### src/rtl/regfile_pkg.sv
// Shared types and constants for the register-file write sequencer.
// Holds the FSM state encoding, the queued write request and the init-index stepping helper.
package regfile_pkg;

    localparam int unsigned RF_NUM_REGS   = 32;
    localparam int unsigned RF_DATA_WIDTH = 64;
    localparam int unsigned RF_ZERO_REG   = 31;
    localparam int unsigned REG_IDX_W     = 5;

    typedef enum logic [0:0] {
        SERVE = 1'b0,
        INIT  = 1'b1
    } seq_state_e;

    typedef struct packed {
        logic [REG_IDX_W-1:0]     reg_idx;
        logic [RF_DATA_WIDTH-1:0] data;
    } wr_req_t;

    // Next register to initialise; the hardwired-zero index costs no cycle.
    function automatic logic [REG_IDX_W-1:0] next_init_idx(
        input logic [REG_IDX_W-1:0] cur,
        input logic [REG_IDX_W-1:0] skip
    );
        logic [REG_IDX_W-1:0] nxt;
        nxt = cur + REG_IDX_W'(1);
        if (nxt == skip) begin
            nxt = nxt + REG_IDX_W'(1);
        end else begin
            nxt = nxt;
        end
        return nxt;
    endfunction

endpackage

### src/rtl/wr_req_fifo.sv
// Small synchronous FIFO of register write requests.
// Head entry is visible combinationally; push is refused when full, pop is refused when empty.
module wr_req_fifo
    import regfile_pkg::*;
#(
    parameter int unsigned DEPTH = 4
) (
    input  logic                     Clk,
    input  logic                     Reset,
    input  logic                     push,
    input  wr_req_t                  push_data,
    input  logic                     pop,
    output wr_req_t                  head,
    output logic                     full,
    output logic                     empty,
    output logic [$clog2(DEPTH):0]   count
);

    localparam int unsigned PTR_W = $clog2(DEPTH);
    localparam int unsigned CNT_W = PTR_W + 1;
    localparam logic [CNT_W-1:0] DEPTH_CNT = CNT_W'(DEPTH);

    wr_req_t            mem_q [DEPTH];
    logic [PTR_W-1:0]   wr_ptr_q, wr_ptr_d;
    logic [PTR_W-1:0]   rd_ptr_q, rd_ptr_d;
    logic [CNT_W-1:0]   count_q, count_d;
    logic               push_ok_s;
    logic               pop_ok_s;

    assign full      = (count_q == DEPTH_CNT);
    assign empty     = (count_q == CNT_W'(0));
    assign count     = count_q;
    assign head      = mem_q[rd_ptr_q];
    assign push_ok_s = push && !full;
    assign pop_ok_s  = pop && !empty;

    // Pointer and occupancy update; pointers wrap naturally at a power-of-2 depth.
    always_comb begin
        wr_ptr_d = wr_ptr_q;
        rd_ptr_d = rd_ptr_q;
        count_d  = count_q;
        if (push_ok_s) begin
            wr_ptr_d = wr_ptr_q + PTR_W'(1);
        end else begin
            wr_ptr_d = wr_ptr_q;
        end
        if (pop_ok_s) begin
            rd_ptr_d = rd_ptr_q + PTR_W'(1);
        end else begin
            rd_ptr_d = rd_ptr_q;
        end
        case ({push_ok_s, pop_ok_s})
            2'b10:   count_d = count_q + CNT_W'(1);
            2'b01:   count_d = count_q - CNT_W'(1);
            default: count_d = count_q;
        endcase
    end

    // Control state register.
    always_ff @(posedge Clk) begin
        if (Reset) begin
            wr_ptr_q <= '0;
            rd_ptr_q <= '0;
            count_q  <= '0;
        end else begin
            wr_ptr_q <= wr_ptr_d;
            rd_ptr_q <= rd_ptr_d;
            count_q  <= count_d;
        end
    end

    // Storage array; contents are don't-care until written.
    always_ff @(posedge Clk) begin
        if (push_ok_s) begin
            mem_q[wr_ptr_q] <= push_data;
        end
    end

endmodule

### src/rtl/regfile_write_sequencer.sv
// Owns the register-file write port: an init sweep over all writable registers,
// otherwise one queued upstream request per cycle. Write-port outputs are registered.
module regfile_write_sequencer
    import regfile_pkg::*;
#(
    parameter int unsigned NUM_REGS   = RF_NUM_REGS,
    parameter int unsigned DATA_WIDTH = RF_DATA_WIDTH,
    parameter int unsigned FIFO_DEPTH = 4,
    parameter int unsigned ZERO_REG   = RF_ZERO_REG
) (
    input  logic                  Clk,
    input  logic                  Reset,
    input  logic                  Start,
    input  logic                  InitMode,
    input  logic                  ReqValid,
    output logic                  ReqReady,
    input  logic [REG_IDX_W-1:0]  ReqReg,
    input  logic [DATA_WIDTH-1:0] ReqData,
    output logic [REG_IDX_W-1:0]  RW,
    output logic [DATA_WIDTH-1:0] BusW,
    output logic                  RegWr,
    output logic                  Busy,
    output logic                  Done
);

    localparam int unsigned CNT_W = $clog2(FIFO_DEPTH) + 1;
    localparam logic [CNT_W-1:0]     DEPTH_CNT = CNT_W'(FIFO_DEPTH);
    localparam logic [REG_IDX_W-1:0] ZERO_IDX  = REG_IDX_W'(ZERO_REG);
    localparam logic [REG_IDX_W-1:0] FIRST_IDX = (ZERO_REG == 0) ? REG_IDX_W'(1) : REG_IDX_W'(0);
    localparam logic [REG_IDX_W-1:0] LAST_IDX  = (ZERO_REG == NUM_REGS - 1) ?
                                                 REG_IDX_W'(NUM_REGS - 2) : REG_IDX_W'(NUM_REGS - 1);

    seq_state_e             state_q, state_d;
    logic [REG_IDX_W-1:0]   cnt_q, cnt_d;
    logic                   mode_q, mode_d;
    logic [REG_IDX_W-1:0]   rw_q, rw_d;
    logic [DATA_WIDTH-1:0]  busw_q, busw_d;
    logic                   regwr_q, regwr_d;
    logic                   busy_q, busy_d;
    logic                   done_q, done_d;

    wr_req_t                req_s;
    wr_req_t                head_s;
    logic                   push_s;
    logic                   pop_s;
    logic                   fifo_full_s;
    logic                   fifo_empty_s;
    logic [CNT_W-1:0]       fifo_count_s;

    assign req_s    = '{reg_idx: ReqReg, data: ReqData};
    assign push_s   = ReqValid && !fifo_full_s;
    assign ReqReady = (fifo_count_s < DEPTH_CNT);

    wr_req_fifo #(
        .DEPTH (FIFO_DEPTH)
    ) u_fifo (
        .Clk       (Clk),
        .Reset     (Reset),
        .push      (push_s),
        .push_data (req_s),
        .pop       (pop_s),
        .head      (head_s),
        .full      (fifo_full_s),
        .empty     (fifo_empty_s),
        .count     (fifo_count_s)
    );

    // Next-state and write-port selection.
    always_comb begin
        state_d = state_q;
        cnt_d   = cnt_q;
        mode_d  = mode_q;
        rw_d    = rw_q;
        busw_d  = busw_q;
        regwr_d = 1'b0;
        done_d  = 1'b0;
        pop_s   = 1'b0;
        case (state_q)
            SERVE: begin
                if (Start) begin
                    // Start wins over draining this cycle.
                    state_d = INIT;
                    mode_d  = InitMode;
                    cnt_d   = FIRST_IDX;
                end else if (!fifo_empty_s) begin
                    pop_s   = 1'b1;
                    rw_d    = head_s.reg_idx;
                    busw_d  = head_s.data;
                    regwr_d = (head_s.reg_idx != ZERO_IDX);
                end else begin
                    regwr_d = 1'b0;
                end
            end
            INIT: begin
                rw_d    = cnt_q;
                busw_d  = mode_q ? {{(DATA_WIDTH-REG_IDX_W){1'b0}}, cnt_q} : '0;
                regwr_d = 1'b1;
                if (cnt_q == LAST_IDX) begin
                    state_d = SERVE;
                    done_d  = 1'b1;
                    cnt_d   = '0;
                end else begin
                    cnt_d   = next_init_idx(cnt_q, ZERO_IDX);
                end
            end
            default: begin
                state_d = SERVE;
            end
        endcase
        busy_d = (state_d == INIT);
    end

    // State and registered write-port outputs.
    always_ff @(posedge Clk) begin
        if (Reset) begin
            state_q <= SERVE;
            cnt_q   <= '0;
            mode_q  <= 1'b0;
            rw_q    <= '0;
            busw_q  <= '0;
            regwr_q <= 1'b0;
            busy_q  <= 1'b0;
            done_q  <= 1'b0;
        end else begin
            state_q <= state_d;
            cnt_q   <= cnt_d;
            mode_q  <= mode_d;
            rw_q    <= rw_d;
            busw_q  <= busw_d;
            regwr_q <= regwr_d;
            busy_q  <= busy_d;
            done_q  <= done_d;
        end
    end

    assign RW    = rw_q;
    assign BusW  = busw_q;
    assign RegWr = regwr_q;
    assign Busy  = busy_q;
    assign Done  = done_q;

endmodule
### config.mk
export PLATFORM = sky130hd
export DESIGN_NAME = regfile_write_sequencer
export DESIGN_NICKNAME = d
export VERILOG_FILES = /design/src/rtl/regfile_pkg.sv /design/src/rtl/wr_req_fifo.sv /design/src/rtl/regfile_write_sequencer.sv
export SDC_FILE = /design/constraint.sdc
export NUM_CORES = 1
export LEC_CHECK = 0
export BUFFER_PORTS_ARGS = -buffer_cell sky130_fd_sc_hd__buf_2
export CAP_MARGIN = 25
export CORE_MARGIN = 2
export CORE_UTILIZATION = 58
export DETAILED_ROUTE_END_ITERATION = 7
export GPL_TIMING_DRIVEN = 0
export PLACE_DENSITY_LB_ADDON = 0.08
export SLEW_MARGIN = 30
export SYNTH_ARGS = -nofsm -noshare
export SYNTH_HDL_FRONTEND = slang
export SYNTH_SLANG_ARGS = --single-unit
### constraint.sdc
create_clock -name Clk -period 4.02 [get_ports Clk]
set_clock_uncertainty 0.1 [all_clocks]
set_input_delay 0.804 -clock Clk [delete_from_list [all_inputs] [get_ports Clk]]
set_output_delay 0.804 -clock Clk [all_outputs]
set_load 0.01 [all_outputs]
==> results.json <==
{
  "outcome": "finished clean",
  "synth_edf_count": 276,
  "drcViolationCount": 0,
  "yosys_warnings": 0,
  "globalplace.congestion": 0.855,
  "syn-mean-instance-area_um2": 18.5,
  "wl_met2_mm": 14.1,
  "die_height_um": 156,
  "syn-num-nets": 809,
  "cp_max_fo": 10,
  "synthFlopType": "edfxtp_1",
  "clk_pin_slew_ps": 60,
  "worst-setup-path-type": "reg -> reg",
  "drt_wl_total_mm": 27.3,
  "cts_setup_buffers": 0,
  "cp.arrival_ps": 3160,
  "postLayoutCoreUtil_pct": 69.6,
  "reg2reg_depth": 10,
  "synth_area_um2": 13400,
  "whs_endpoint": "BusW[45]",
  "hp-start": "BusW[45]",
  "nNetsFinal": 1001,
  "numClockSinks": 363,
  "fin_area_um2": 15800,
  "vias": 7318,
  "maxUsedRoutingLayer": "met5",
  "die_x_um": 156,
  "ctsLongestPathBuffers": 3,
  "stdcell_count": 1231,
  "power_density_nw_per_um2": 604,
  "route.met3.wl_mm": 1.79,
  "worstPathCellList": "clkbuf_1 > nor2_1 > and2_4 > buf_2 > ha_1 > inv_1 > fa_1 > xor2_1 > or3_1 > a21oi_1",
  "tritoncts": "built",
  "crit_family": "simple AND/OR/NAND/NOR gates",
  "fill_cells": 1508,
  "slowest_delay_ps": 390,
  "numCtsBuffers": 37,
  "via_per_inst": 5.94,
  "place_area_um2": 14700,
  "antenna_found_initial": 1,
  "max-vdd-ir-drop_mv": 0.371,
  "areaGrowthSynthToFinish_pct": 17.8,
  "crit_buf_inv": 3,
  "dp.cells": 1163,
  "cap_violations": 0,
  "io_pins": 147,
  "fmax_mhz": 353,
  "die_area_um2": 24400,
  "crit_path_top_delay_cell": "nor2_1",
  "crit_path_start_kind": "flop",
  "grt.overflow.total": 0,
  "finalCritPeriodShare_pct": 70.4,
  "rsz0062_at_grt": "no",
  "cts_hold_buf": 0,
  "grt_pass1_wl_mm": 42.5,
  "grt_util_all_layers_pct": 23.1,
  "finalHoldViolations": 0,
  "cts_max_level": 2,
  "clkLatencyLatePin_ps": 510,
  "ys_seq_elements": 363,
  "first_iter_violations": 539,
  "rows": 55,
  "hp-class": "reg -> reg",
  "ys_types": 47,
  "tightest_slew_ps": 688,
  "worstReg2RegStart": "Busy",
  "cts_root_buf": "clkbuf_16",
  "cp-end-kind": "flop",
  "slew_viol_final": 0,
  "regArea_um2": 10000,
  "ctsResizeCount": 0,
  "met1_length_mm": 11.0,
  "p_leak_nw": 5.62,
  "multi_input_area_um2": 3060,
  "io_buffers": 146,
  "netlist_instances": 725,
  "synthArstFlopShare_pct": 0,
  "initial_core_util_pct": 59.1,
  "drive_above_1_share_pct": 33.2,
  "grt_max_degree": 40,
  "relSlewSlack_pct": 54.2,
  "r2r_end": "u_fifo.count[2]",
  "hold_depth": 2,
  "antenna_left": 0,
  "grt_pass1_vias": 7667,
  "ys_seq_area_share_pct": 74.7,
  "fin_crit_ps": 2830,
  "ff2ff_setup_slack_ps": 1190,
  "worstPathRequired_ps": 4350,
  "post-dp-hpwl_mm": 17.5,
  "dr.pass1.iters": 5,
  "wire_per_inst_um": 22.2,
  "core_area_um2": 22700,
  "setup_viol": 0,
  "power_mw": 9.54
}
[cells by family after synthesis]
kind of cell    after synthesis  share of synthesized area (%)
fa+ha+maj                    10                          0.988
compound gates               95                           5.19
flops                       363                           74.7
mux                          76                           12.1
simple gates                118                           4.00
xor+xnor                      6                          0.391
buf+inv                      57                           2.59
[state kept, by name, summed over array words and instances, names as in the netlist, named ones only]
signal and flops:
BusW 64, Busy 1, Done 1, RW 5
RegWr 1, cnt_q 5, mode_q 1, u_fifo.count 3
u_fifo.mem_q 276, u_fifo.rd_ptr_q 2, u_fifo.wr_ptr_q 2
[worst max path at each step]
| stage | endpoint | start | slack, ps | cells after the start |
|---|---|---|---|---|
| after global routing | u_fifo.count[2] | Busy | 1100 | 10 |
| after global placement | u_fifo.mem_q[1][50] | ReqValid | -720 | 3 |
| after detailed placement | u_fifo.count[2] | Start | 780 | 10 |
| after CTS | u_fifo.count[2] | Busy | 1200 | 10 |
| after floorplan | u_fifo.mem_q[0][0] | ReqValid | 780 | 2 |
| final | u_fifo.count[2] | Busy | 1190 | 10 |
[cell usage after synthesis (all sizes together) (9+ instances only)]
master | count | area share (%)
ha | 9 | 0.84
nor2 | 69 | 1.9
edfxtp | 276 | 62
dfxtp | 87 | 13
a21oi | 12 | 0.53
inv | 11 | 0.31
mux4 | 69 | 12
a22oi | 59 | 3.3
clkbuf | 17 | 0.48
nand2 | 18 | 0.52
buf | 29 | 1.8
[worst register-to-register path, cell delays in order (launching register included)]
cell and delay [ps]:
dfxtp_1 310, clkbuf_1 180, nor2_1 390, and2_4 230, buf_2 250, ha_1 240
inv_1 70, fa_1 370, xor2_1 160, or3_1 310, a21oi_1 140
[per-layer routing]
layer  up-vias  GRT usage [%]
li1       3277              -
met1      3755           30.6
met2       244           39.7
met3        40           4.58
met4         2           6.20
met5         -              0
[area by class of cell]
type                            instances  area share (%)
Tap cell                              285            2.26
Antenna cell                            1          0.0158
Sequential cell                       363            63.4
Multi-Input combinational cell        305            19.3
Inverter                               11           0.261
Clock inverter                         10           0.538
Timing Repair Buffer                  153            5.56
Buffer                                 46            1.94
Clock buffer                           57            6.65
[placed cells by master (no fill, tap or decap), types with 3 or more instances in the layout]
master	synthesis	final
clkbuf_1	17	32
o21a_1	5	5
or3_1	4	4
buf_2	11	157
nand4_1	4	4
o21ai_0	4	4
dfxtp_1	87	87
clkbuf_8	0	5
buf_4	4	4
nor2_1	69	69
buf_6	14	14
buf_12	0	6
edfxtp_1	276	276
nand3b_1	5	5
xor2_1	4	4
inv_1	11	11
nand3_1	3	3
nand2_1	17	17
clkbuf_16	0	37
clkinv_2	0	3
a21oi_1	11	11
and2_4	1	5
ha_1	9	9
mux4_2	69	69
a22oi_1	59	59
clkinv_1	0	3
a31oi_1	4	4
mux2_2	5	5
[per-stage QoR]
stage / setup slack [ps] / hold WS (ps) / TNS [ps]
after CTS: 1200 / 384 / 0
after global placement: -717 / 378 / -192410
after global routing: 1100 / 395 / 0
after floorplan: 782 / 366 / 0
after detailed placement: 781 / 393 / 0
final: 1190 / 399 / 0
[where the power goes]
part           internal (mW)  switching [mW]  total (mW)
sequential              4.45           0.140        4.59
clock                   1.87            1.31        3.19
combinational          0.817           0.955        1.77
Note: power is estimated with default switching activity, not from simulation.
